--- config.mk ---
export PLATFORM = sky130hd
export DESIGN_NAME = pic_ctrl_gen
export DESIGN_NICKNAME = d
export VERILOG_FILES = /design/src/rtl/pic_ctrl_gen.sv
export SDC_FILE = /design/constraint.sdc
export NUM_CORES = 1
export LEC_CHECK = 0
export BUFFER_PORTS_ARGS = -buffer_cell sky130_fd_sc_hd__buf_2
export CAP_MARGIN = 15
export CORE_MARGIN = 5
export CORE_UTILIZATION = 30
export CTS_CLUSTER_DIAMETER = 50
export DETAILED_ROUTE_END_ITERATION = 10
export HOLD_SLACK_MARGIN = 0.08
export PLACE_DENSITY_LB_ADDON = 0.15
export SLEW_MARGIN = 0
export SYNTH_ARGS = -nofsm -noshare
export SYNTH_HDL_FRONTEND = slang
export SYNTH_SLANG_ARGS = --single-unit
--- constraint.sdc ---
create_clock -name clk -period 8.66 [get_ports clk]
set_clock_uncertainty 0.15 [all_clocks]
set_input_delay 0.433 -clock clk [delete_from_list [all_inputs] [get_ports clk]]
set_output_delay 0.433 -clock clk [all_outputs]
set_load 0.005 [all_outputs]
--- src/rtl/pic_ctrl_gen.sv ---
// pic_ctrl_gen: fully synchronous 8259-style interrupt controller core.
// Programmed by ICW1/ICW2/ICW4 and then OCW1/OCW2/OCW3 over a small bus.
// Ports:
//   clk, rst        rising-edge clock, asynchronous active-high reset
//   wr_en, a0, wdata bus write (a0=0 control word, a0=1 data word)
//   rd_en, rdata    bus read; rdata is registered one cycle after rd_en
//   irq_i           asynchronous request lines (synchronised internally)
//   inta_i          one-cycle acknowledge from the CPU
//   int_o           registered interrupt request to the CPU
//   vec_o, vec_valid_o  vector of the acknowledged level and its strobe
//   init_done_o     high while the controller is in the READY state
module pic_ctrl_gen #(
  parameter int NUM_IRQ     = 8,
  parameter int DW          = 8,
  parameter int SYNC_STAGES = 2
) (
  input  logic               clk,
  input  logic               rst,
  input  logic               wr_en,
  input  logic               a0,
  input  logic [DW-1:0]      wdata,
  input  logic               rd_en,
  output logic [DW-1:0]      rdata,
  input  logic [NUM_IRQ-1:0] irq_i,
  input  logic               inta_i,
  output logic               int_o,
  output logic [7:0]         vec_o,
  output logic               vec_valid_o,
  output logic               init_done_o
);
  localparam int LVL_W = $clog2(NUM_IRQ);

  typedef enum logic [1:0] {
    ST_UNINIT    = 2'd0,
    ST_WAIT_ICW2 = 2'd1,
    ST_WAIT_ICW4 = 2'd2,
    ST_READY     = 2'd3
  } state_t;

  state_t             state_r, state_s;
  logic [NUM_IRQ-1:0] sync_r [SYNC_STAGES];
  logic [NUM_IRQ-1:0] irq_prev_r;
  logic [NUM_IRQ-1:0] imr_r, imr_s, irr_r, irr_s, isr_r, isr_s;
  logic [LVL_W-1:0]   low_pri_r, low_pri_s;
  logic               aeoi_r, aeoi_s, ltim_r, ltim_s, ic4_r, ic4_s, rsel_r, rsel_s;
  logic [7:LVL_W]     base_r, base_s;
  logic               int_r, int_s, vv_r, vv_s, init_done_r;
  logic [7:0]         vec_r, vec_s;
  logic [DW-1:0]      rdata_r, rdata_s;

  logic [NUM_IRQ-1:0] req_s, rise_s, eoi_clr_s, ack_set_s, ack_clr_s;
  logic [LVL_W:0]     win_s, isr_top_s, any_top_s;
  logic [LVL_W-1:0]   wr_lvl_s, ack_lvl_s;
  logic               icw1_s, ready_s, lvl_ok_s, int_cond_s, inta_acc_s, ack_hit_s;

  // Highest-priority set bit of v, scanning cyclically from the level after lp.
  // Returns {found, level}.
  function automatic logic [LVL_W:0] first_set(input logic [NUM_IRQ-1:0] v,
                                               input logic [LVL_W-1:0]   lp);
    logic [LVL_W:0] r;
    int idx;
    r = '0;
    // Walk from lowest to highest priority so the highest one is written last.
    for (int k = NUM_IRQ - 1; k >= 0; k--) begin
      idx = int'(lp) + 1 + k;
      if (idx >= NUM_IRQ) idx = idx - NUM_IRQ;
      if (v[idx]) r = {1'b1, LVL_W'(idx)};
    end
    return r;
  endfunction

  function automatic logic [NUM_IRQ-1:0] lvl_mask(input logic [LVL_W-1:0] l);
    return NUM_IRQ'(1) << l;
  endfunction

  assign ready_s   = (state_r == ST_READY);
  assign req_s     = irr_r & ~imr_r;
  assign rise_s    = sync_r[SYNC_STAGES-1] & ~irq_prev_r;
  assign win_s     = first_set(req_s, low_pri_r);
  assign isr_top_s = first_set(isr_r, low_pri_r);
  // A request beats in-service only if it appears strictly before any ISR bit.
  assign any_top_s  = first_set(req_s | isr_r, low_pri_r);
  assign int_cond_s = any_top_s[LVL_W] & ~isr_r[any_top_s[LVL_W-1:0]];
  assign wr_lvl_s   = wdata[LVL_W-1:0];
  assign lvl_ok_s   = ({1'b0, wdata[4:0]} < 6'(NUM_IRQ));
  assign icw1_s     = wr_en & ~a0 & (wdata[7:5] == 3'b001);

  // Command decode: configuration registers, state and EOI clear mask.
  always_comb begin
    state_s   = state_r;
    imr_s     = imr_r;
    low_pri_s = low_pri_r;
    aeoi_s    = aeoi_r;
    ltim_s    = ltim_r;
    ic4_s     = ic4_r;
    rsel_s    = rsel_r;
    base_s    = base_r;
    eoi_clr_s = '0;
    if (wr_en && !a0) begin
      case (wdata[7:5])
        3'b001: begin
          ic4_s     = wdata[0];
          ltim_s    = wdata[1];
          imr_s     = '0;
          aeoi_s    = 1'b0;
          low_pri_s = LVL_W'(NUM_IRQ - 1);
          rsel_s    = 1'b0;
          state_s   = ST_WAIT_ICW2;
        end
        3'b010: begin
          if (ready_s && isr_top_s[LVL_W]) eoi_clr_s = lvl_mask(isr_top_s[LVL_W-1:0]);
          else eoi_clr_s = '0;
        end
        3'b011: begin
          if (ready_s && lvl_ok_s) eoi_clr_s = lvl_mask(wr_lvl_s);
          else eoi_clr_s = '0;
        end
        3'b100: begin
          if (ready_s && isr_top_s[LVL_W]) begin
            eoi_clr_s = lvl_mask(isr_top_s[LVL_W-1:0]);
            low_pri_s = isr_top_s[LVL_W-1:0];
          end else begin
            low_pri_s = low_pri_r;
          end
        end
        3'b101: begin
          if (ready_s && lvl_ok_s) low_pri_s = wr_lvl_s;
          else low_pri_s = low_pri_r;
        end
        3'b110: begin
          if (ready_s) rsel_s = wdata[0];
          else rsel_s = rsel_r;
        end
        default: state_s = state_r;
      endcase
    end else if (wr_en && a0) begin
      case (state_r)
        ST_WAIT_ICW2: begin
          base_s  = wdata[7:LVL_W];
          state_s = ic4_r ? ST_WAIT_ICW4 : ST_READY;
        end
        ST_WAIT_ICW4: begin
          aeoi_s  = wdata[1];
          state_s = ST_READY;
        end
        ST_READY: imr_s = wdata[NUM_IRQ-1:0];
        default:  state_s = state_r;
      endcase
    end else begin
      state_s = state_r;
    end
  end

  // Acknowledge handling, request/in-service update, outputs and readback.
  always_comb begin
    ack_set_s  = '0;
    ack_clr_s  = '0;
    // ICW1 in the same cycle as INTA suppresses the acknowledge entirely.
    inta_acc_s = inta_i & ready_s & ~icw1_s;
    ack_hit_s  = inta_acc_s & int_r & win_s[LVL_W];
    if (ack_hit_s) begin
      ack_lvl_s = win_s[LVL_W-1:0];
      ack_set_s = aeoi_r ? '0 : lvl_mask(win_s[LVL_W-1:0]);
      ack_clr_s = ltim_r ? '0 : lvl_mask(win_s[LVL_W-1:0]);
    end else begin
      ack_lvl_s = LVL_W'(NUM_IRQ - 1);
    end
    if (icw1_s) begin
      irr_s = '0;
      isr_s = '0;
    end else begin
      // A new edge wins over the acknowledge clearing the same bit.
      if (ltim_r) irr_s = sync_r[SYNC_STAGES-1];
      else irr_s = (irr_r & ~ack_clr_s) | rise_s;
      isr_s = (isr_r & ~eoi_clr_s) | ack_set_s;
    end
    int_s = ready_s & int_cond_s & ~inta_acc_s & ~icw1_s;
    vv_s  = inta_acc_s;
    if (inta_acc_s) vec_s = {base_r, ack_lvl_s};
    else vec_s = vec_r;
    if (rd_en) begin
      if (a0) rdata_s = DW'(imr_r);
      else if (rsel_r) rdata_s = DW'(isr_r);
      else rdata_s = DW'(irr_r);
    end else begin
      rdata_s = rdata_r;
    end
  end

  // Request synchroniser chain and edge-detect history.
  always_ff @(posedge clk or posedge rst) begin
    if (rst) begin
      for (int s = 0; s < SYNC_STAGES; s++) sync_r[s] <= '0;
      irq_prev_r <= '0;
    end else begin
      sync_r[0] <= irq_i;
      for (int s = 1; s < SYNC_STAGES; s++) sync_r[s] <= sync_r[s-1];
      irq_prev_r <= sync_r[SYNC_STAGES-1];
    end
  end

  // Controller state and registered outputs.
  always_ff @(posedge clk or posedge rst) begin
    if (rst) begin
      state_r     <= ST_UNINIT;
      imr_r       <= '1;
      irr_r       <= '0;
      isr_r       <= '0;
      low_pri_r   <= LVL_W'(NUM_IRQ - 1);
      aeoi_r      <= 1'b0;
      ltim_r      <= 1'b0;
      ic4_r       <= 1'b0;
      rsel_r      <= 1'b0;
      base_r      <= '0;
      int_r       <= 1'b0;
      vv_r        <= 1'b0;
      vec_r       <= 8'h00;
      rdata_r     <= '0;
      init_done_r <= 1'b0;
    end else begin
      state_r     <= state_s;
      imr_r       <= imr_s;
      irr_r       <= irr_s;
      isr_r       <= isr_s;
      low_pri_r   <= low_pri_s;
      aeoi_r      <= aeoi_s;
      ltim_r      <= ltim_s;
      ic4_r       <= ic4_s;
      rsel_r      <= rsel_s;
      base_r      <= base_s;
      int_r       <= int_s;
      vv_r        <= vv_s;
      vec_r       <= vec_s;
      rdata_r     <= rdata_s;
      init_done_r <= (state_s == ST_READY);
    end
  end

  assign rdata       = rdata_r;
  assign int_o       = int_r;
  assign vec_o       = vec_r;
  assign vec_valid_o = vv_r;
  assign init_done_o = init_done_r;
endmodule

**Word level (Yosys, flattened, before mapping)**

Index checks and enable logic that the tools add are counted.

- Register bits: 81
- Output and inout port bits: 19
- Logic and storage cells: 250

- $add $sub $neg: 16
- $lt $le $gt $ge: 18
- Equal/unequal tests: 14
- Shifts and indexed selects: 3
- Mux-type cells: 138
- Bitwise gates (word level): 26
- Reduce and logical (&&, ||, !) cells: 17

Operators with widths:

| kind | count |
|---|---|
| $lt A32 B5 Y1 const B | 8 |
| $mux W32 | 8 |
| $ge A32 B5 Y1 const B | 7 |
| $sub A32 B5 Y32 const B | 7 |
| $add A32 B4 Y32 const B | 4 |
| $mux W8 | 16 |
| $mux W4 | 24 |
| $bmux W1 S3 | 25 |
| $add A32 B3 Y32 const B | 2 |
| $mux W1 | 55 |
| $add A32 B2 Y32 const B | 1 |
| $and A8 B8 Y8 | 4 |
| $not A8 Y8 | 4 |
| $or A8 B8 Y8 | 3 |
| $shl A1 B3 Y8 const A | 3 |
| $pmux W8 S2 | 1 |
| $reduce_and A3 Y1 | 4 |
| $and A1 B1 Y1 | 10 |
| $eq A3 B3 Y1 const B | 3 |
| $mux W3 | 3 |
| $pmux W3 S3 | 1 |
| $ne A2 B2 Y1 const B | 4 |
| $reduce_bool A2 Y1 | 4 |
| $eq A2 B2 Y1 const B | 3 |
| other kinds (18) | 28 |

**Logic depth before layout (Yosys ltp)**

Gate-level depths: netlist of run 1.

- Word-level depth: 23
- Mapped depth: 17
- Gate-level depth less buffers: 11

**Worst setup path after synthesis of run 1**

No wires, ideal clock.

- Path kind: flip-flop to flip-flop
- Start point: reg low_pri_r[0]
- End point: reg int_r, in the netlist int_o
- Arrival time: 4080 ps
- Required time: 8428 ps
- Path slack: 4348 ps
- Stages on the path, launching flop included: 17
- Path buffers: 5
- Cell sequence: dfstp_2 -> inv_1 -> buf_2 -> buf_1 -> clkbuf_1 -> ha_1 -> buf_4 -> buf_6 -> nor2_1 -> a22oi_1 -> mux4_2 -> nor2b_1 -> nor4b_1 -> a311oi_2 -> o211ai_2 -> mux4_2 -> o22ai_1

- Longest elaborated chain between the ends: 22

Ends and longest elaborated chain:

| element | RTL line | RTL |
|---|---|---|
| start, declared | 44 | `logic [LVL_W-1:0] low_pri_r, low_pri_s;` |
| start signal, assigned | 209 | `low_pri_r <= LVL_W'(NUM_IRQ - 1);` |
| start signal, assigned | 225 | `low_pri_r <= low_pri_s;` |
| $add A3 B1 Y4 * | 65 | `idx = int'(lp) + 1 + k;` |
| $add A32 B4 Y32 | 65 |  |
| $sub A32 B5 Y32 / $ge A32 B5 Y1 (equally long branches) | 66 | `if (idx >= NUM_IRQ) idx = idx - NUM_IRQ;` |
| $mux W32 | 66 |  |
| $bmux W1 S3 | 67 | `if (v[idx]) r = {1'b1, LVL_W'(idx)};` |
| $mux W1 (implied by the code) (2 in a row) | 67 |  |
| $mux W4 (7 in a row) | 67 |  |
| $mux W4 * | 67 |  |
| $bmux W1 S3 | 83 | `assign int_cond_s = any_top_s[LVL_W] & ~isr_r[any_top_s[LVL_W-1:0]];` |
| $mux W1 (implied by the code) | 83 |  |
| $not A1 Y1 | 83 |  |
| $and A1 B1 Y1 * | 83 |  |
| $and A1 B1 Y1 * (3 in a row) | 177 | `int_s = ready_s & int_cond_s & ~inta_acc_s & ~icw1_s;` |
| via int_s | 47 | `logic int_r, int_s, vv_r, vv_s, init_done_r;` |
| end signal, assigned | 231 | `int_r <= int_s;` |
| end, declared | 47 |  |

The timed path passes the listed nets; every way through them passes the cells marked *. The select of a mux whose other input is x is not followed.
A chain may end at the register's enable or synchronous reset.

**Worst setup path in the final report of run 1**

Ends and elaborated chain as after synthesis.

==> reports/metrics.yaml, run 1 <==
status: "complete, no violations"
synth_top_area_share: 0.274
diodes: 0
yosysMostFrequentCell: "dfrtp_1"
initial_core_util: 0.305
vias_per_cell: 5.80
cts_root_buf: "clkbuf_16"
nFillCells: 2179
rrSetupSlack_ps: 3440
drive_gt1_frac: 0.218
stdcell_area_um2: 7170
detail_route.wl_per_cell_um: 21.3
final_antenna_net_count: 0
io_pins: 41
drc: 0
dr.pass1.iters: 6
finalSetupTns_ps: 0
drt_wl_total_um: 20700
antenna_found_initial: 1
fmax_ghz: 0.192
fin_nets: 719
fin_crit_sh: 0.603
netlist_top_cells_area: "dfrtp_1 (27%), mux4_2 (8.5%), mux2_2 (4.6%)"
worst_path_max_delay_cell: "ha_1"
post_cts.repair.setup_buffers: 0
hold_class: "primary input to register"
gp_congestion: 0.886
crit_path_cell_trace: "inv_1 > buf_4 > ha_1 > buf_4 > nor2b_1 > a22oi_1 > mux4_2 > nor2b_1 > nor4b_1 > a311oi_2 > o211ai_2 > mux4_2 > o22ai_1"
grt_setup_unrepaired: "no"
ys_seq_area_frac: 0.320
rr_startpoint: "low_pri_r[0]$_DFFE_PP1P_"
tightest_slew_ps: 956
maxCapViolations: 0
drt_iter0_markers: 451
die_area_um2: 24300
finalSetupViolations: 0
synth_top_flop_cell: "dfrtp_1"
min_to: "imr_r[3]$_DFFE_PP1P_"
clk_pin_slew_worst_paths_ps: 70
multi_input_area_um2: 4010
cp_data_required_time_ps: 8770
synthTopCellsByCount: "dfrtp_1 (70), nand2_1 (60), o21ai_0 (43)"
synth_warnings: 0
reg2reg_depth: 13
critPathMaxFanout: 30
final_hold_viol_count: 0
grt_pass1_vias: 5480
ys_types: 88
cp_data_arrival_time_ps: 5330
netlist_instances: 674
slew_violations: 0
vias: 5632
cts_max_level: 3
cts_num_sinks: 81
ys_seq_elements: 81
synth_edf_count: 0
coreArea_um2: 21000
place_hpwl_um: 15200
avgSynthCellArea_um2: 9.47
hp-start: "wdata[3]"
grt_pass1_wl_um: 32700
clockBufferDepth: 2
gr-usage-all-layers: 0.174
area_growth_syn_to_layout_pct: 12.4
synth_fp_nets: 702
clock_latency_ps: 350
post-synth-top-area-cell: "dfrtp_1"
regArea_um2: 2040
die_h_um: 156
hold_depth: 3
overflow: 0
start_kind: "register"
period_needed_ps: 5220
slowest_delay_ps: 970
rows: 53
placed_cell_area_um2: 6720
cts_tree: "built"
cts_inserted_buffers: 9
rr_endpoint: "int_o$_DFF_PP0_"
die_x_um: 156
grt_max_degree: 82
slew_headroom: 0.363
critPathKind: "register to register"
io_buffer_count: 40
worstSetupEndpointType: "register"
syn_area_um2: 6380
synth-async-reset-ratio: 1.00
## layer usage
metal / up-vias / routed length, um / track usage
met5: - / 0 / 0
met1: 2780 / 9250 / 0.242
met2: 210 / 9560 / 0.269
met4: 0 / 685 / 0.0709
met3: 32 / 1200 / 0.0283
li1: 2610 / - / -
## area by class of cell
type                            instances  area share
Clock inverter                          7      0.0150
Sequential cell                        81       0.284
Inverter                               23      0.0122
Multi-Input combinational cell        520       0.558
Timing Repair Buffer                   56      0.0506
Tap cell                              275      0.0480
Clock buffer                            9      0.0314
## repair_timing
action | in CTS | in global routing
endpoints found under the hold margin | 8 | 11
hold buffers | 8 | 1
resized for setup | 0 | 0
## stage by stage
stage	setup slack, ps	hold WS, ps	util	instances
CTS	3460	180	0.341	969
finish	3440	183	0.342	971
detailed placement	3490	185	0.321	945
global route	3170	204	0.342	971
floorplan	4350	181	-	674
global placement	3570	182	0.321	945
## cells by family (layout without fill, tap and decap cells)
| family | after synthesis | in the layout | synth area share |
|---|---|---|---|
| AO/OA/AOI/OAI | 214 | 214 | 0.244 |
| XOR/XNOR | 7 | 7 | 0.0214 |
| adder cells (fa/ha/maj) | 6 | 6 | 0.0118 |
| buffers and inverters | 73 | 95 | 0.0527 |
| flip-flops | 81 | 81 | 0.320 |
| multiplexers | 82 | 82 | 0.184 |
| AND/OR/NAND/NOR | 211 | 211 | 0.166 |
## state kept, by name, summed over array words and instances, names as in the netlist, 2 cells and up
signal,flops
base_r,5
irq_prev_r,8
sync_r,16
rdata,8
irr_r,8
vec_o,8
isr_r,8
state_r,2
imr_r,8
low_pri_r,3
## critical path, delay by kind of cell, from the launching register on
family	cells	cell delay, ps
AOI/OAI and AO/OA	4	770
adders and majority gates	1	970
buffers and inverters	3	820
DFF	1	530
muxes	2	1090
and+or+nand+nor	3	790
## placed cells by master, fill, tap and decap left out, types with 5 or more instances in the layout
cell | synthesis | final
mux4_2 | 24 | 24
nand2_1 | 60 | 60
o31ai_1 | 5 | 5
nand3_1 | 21 | 21
nor3_1 | 13 | 13
mux2i_1 | 28 | 28
a22oi_1 | 12 | 12
buf_4 | 4 | 6
nor3b_1 | 5 | 5
dfrtp_1 | 70 | 70
a21boi_0 | 7 | 7
mux2_2 | 26 | 26
a31oi_1 | 10 | 10
o21a_1 | 5 | 5
nor2_1 | 42 | 42
buf_2 | 13 | 40
o22ai_1 | 8 | 8
o211ai_1 | 10 | 10
inv_1 | 20 | 19
and2_1 | 7 | 7
a22o_1 | 7 | 7
dfstp_2 | 11 | 11
o21ai_0 | 43 | 43
a21oi_1 | 33 | 33
nor2b_1 | 21 | 21
a221oi_1 | 10 | 10
a211oi_1 | 6 | 6
dlygate4sd3_1 | 0 | 9
ha_1 | 6 | 6
clkbuf_16 | 0 | 9
nand2b_1 | 15 | 15
## worst max path at each step
| stage | startpoint | to | slack, ps | cells after the start |
|---|---|---|---|---|
| 2_1_floorplan | low_pri_r[0]$_DFFE_PP1P_ | int_o$_DFF_PP0_ | 4350 | 16 |
| 3_3_place_gp | low_pri_r[0]$_DFFE_PP1P_ | irr_r[0]$_DFF_PP0_ | 3570 | 11 |
| 3_5_place_dp | low_pri_r[0]$_DFFE_PP1P_ | int_o$_DFF_PP0_ | 3490 | 13 |
| 4_1_cts | low_pri_r[0]$_DFFE_PP1P_ | int_o$_DFF_PP0_ | 3460 | 13 |
| 5_1_grt | low_pri_r[0]$_DFFE_PP1P_ | int_o$_DFF_PP0_ | 3170 | 13 |
| 6_report | low_pri_r[0]$_DFFE_PP1P_ | int_o$_DFF_PP0_ | 3440 | 13 |
Power of run 1 is not shown: default switching activity piles up to over one toggle a cycle in this logic, so the estimate is an artifact.
==> run 2: changes to the inputs <==
==> constraint.sdc (replaced) <==
create_clock -name clk -period 4.51 [get_ports clk]
set_clock_uncertainty 0.15 [all_clocks]
set_input_delay 0.2255 -clock clk [delete_from_list [all_inputs] [get_ports clk]]
set_output_delay 0.2255 -clock clk [all_outputs]
set_load 0.005 [all_outputs]
==> run 2 against run 1 <==
Net effect:
- count of clock-buffer cells in the layout rose by 3
- register-to-register slack got worse by 3000 ps
- non-clock buffer count rose by 13
- sequential share of layout area fell by 0.25 points
- fmax rose by 27%
- highest routed layer unchanged
- critical path depth fell by 1
- hold slack got worse by 94 ps
- core utilization rose by 0.30 points
==> reports/metrics.yaml, run 2 (same netlist as run 1, synthesis figures left out) <==
gp_congestion: 0.845  # was 0.886
tightest_slew_ps: 898  # was 956 ps
cts_inserted_buffers: 9  # unchanged
drt_iter0_markers: 412  # was 451
status: "complete, no violations"  # unchanged
cp_data_required_time_ps: 4590  # was 8770 ps
grt_setup_unrepaired: "no"  # unchanged
drive_gt1_frac: 0.224  # was 0.218
coreArea_um2: 21000  # unchanged
worstSetupEndpointType: "register"  # unchanged
layout_commonest_cell: "dfrtp_1"  # unchanged
finalSetupTns_ps: 0  # unchanged
hold_depth: 3  # unchanged
drt_wl_total_um: 21000  # was 20700 um
finalSetupViolations: 0  # unchanged
final_antenna_net_count: 0  # unchanged
largest_register_ff_count: 16  # unchanged
place_inst: 954  # was 945
cts_num_sinks: 81  # unchanged
setup_ws_ps: 407  # was 3440 ps
dr.pass1.iters: 5  # was 6
start_kind: "register"  # unchanged
period_needed_ps: 4100  # was 5220 ps
diodes: 0  # unchanged
crit_path_start: "low_pri_r[0]$_DFFE_PP1P_"  # unchanged
clockBufferDepth: 2  # unchanged
nFillCells: 2216  # was 2179
hp-start: "wdata[6]"  # was wdata[3]
antenna_found_initial: 0  # was 1
cts_tree: "built"  # unchanged
detail_route.wl_per_cell_um: 21.3  # about the same
cts_root_buf: "clkbuf_16"  # unchanged
post-place-ws_ps: 413  # was 3490 ps
io_buffer_count: 40  # unchanged
die_x_um: 156  # unchanged
vias: 5725  # was 5632
dr_wl_met3_um: 1300  # was 1200 um
regArea_um2: 2040  # unchanged
critPathKind: "register to register"  # unchanged
rows: 53  # unchanged
cts_max_level: 3  # unchanged
place_hpwl_um: 15600  # was 15200 um
postCtsHoldBufs: 14  # was 8
cts_resized: 0  # unchanged
critPathMaxFanout: 22  # was 30
gr-usage-all-layers: 0.173  # was 0.174
io_pins: 41  # unchanged
rr_endpoint: "isr_r[5]$_DFF_PP0_"  # was int_o$_DFF_PP0_
grt_pass1_vias: 5636  # was 5480
final_hold_viol_count: 0  # unchanged
post_cts.repair.setup_buffers: 0  # unchanged
grt_max_degree: 52  # was 82
highest_layer: "met4"  # unchanged
die_area_um2: 24300  # unchanged
grt_pass1_wl_um: 32500  # was 32700 um
wl_met2_um: 10300  # was 9560 um
multi_input_area_um2: 4010  # unchanged
drc: 0  # unchanged
min_to: "imr_r[6]$_DFFE_PP1P_"  # was imr_r[3]$_DFFE_PP1P_
initial_core_util: 0.305  # unchanged
fmax_ghz: 0.244  # was 0.192 GHz
instances_no_fill: 984  # was 971
hold_class: "primary input to register"  # unchanged
slew_violations: 0  # unchanged
die_h_um: 156  # unchanged
reg2reg_depth: 12  # was 13
m1WireLength_um: 8760  # was 9250 um
layout_common_cells: "dfrtp_1 (70), nand2_1 (60), o21ai_0 (43)"  # unchanged
holdWs_ps: 89.7  # was 183 ps
clock_latency_ps: 340  # was 350 ps
slew_headroom: 0.400  # was 0.363
largest_register: "sync_r"  # unchanged
area_growth_syn_to_layout_pct: 13.4  # was 12.4%
cp_data_arrival_time_ps: 4180  # was 5330 ps
overflow: 0  # unchanged
fin_crit_sh: 0.910  # was 0.603
clk_pin_slew_worst_paths_ps: 60  # was 70 ps
rr_startpoint: "low_pri_r[0]$_DFFE_PP1P_"  # unchanged
maxCapViolations: 0  # unchanged
rrSetupSlack_ps: 410  # was 3440 ps
fin_nets: 732  # was 719
vias_per_cell: 5.82  # was 5.80
## run 2: per-layer routing
metal,track usage,vias to the layer above
li1,-,2631
met1,0.219,2836
met2,0.288,221
met3,0.0344,37
met4,0.0717,0
met5,0,-
## run 2: area by class of cell
class / instances / area share
sequential: 81 / 0.282
clock buffer: 12 / 0.0354
tap: 275 / 0.0475
inverter: 23 / 0.0121
timing repair buffer: 69 / 0.0643
clock inverter: 4 / 0.00519
multi-input combinational: 520 / 0.554
## run 2: through the flow
stage | utilization | cell area, um2
floorplan | - | 6380
global placement | 0.325 | 6800
detailed placement | 0.325 | 6800
CTS | 0.345 | 7240
global route | 0.345 | 7240
finish | 0.345 | 7240
## run 2: worst max path at each step
stage | cells past startpoint | end | slack (ps)
finish | 12 | isr_r[5]$_DFF_PP0_ | 410
CTS | 11 | irr_r[5]$_DFF_PP0_ | 400
global placement | 11 | irr_r[5]$_DFF_PP0_ | 470
detailed placement | 11 | irr_r[5]$_DFF_PP0_ | 410
global route | 12 | int_o$_DFF_PP0_ | 130
floorplan | 16 | int_o$_DFF_PP0_ | 200
## run 2: worst max-delay path, cell delays in order, from the launching register on
cell and delay, ps:
dfstp_2 550, inv_1 60, ha_1 410, buf_4 330
mux4_2 580, a22oi_1 210, o211ai_1 170, a21boi_0 300
o31a_1 160, a2bb2oi_1 570, and2_1 250, a21oi_1 70
a21o_1 180
Power of run 2 is left out for the same reason.
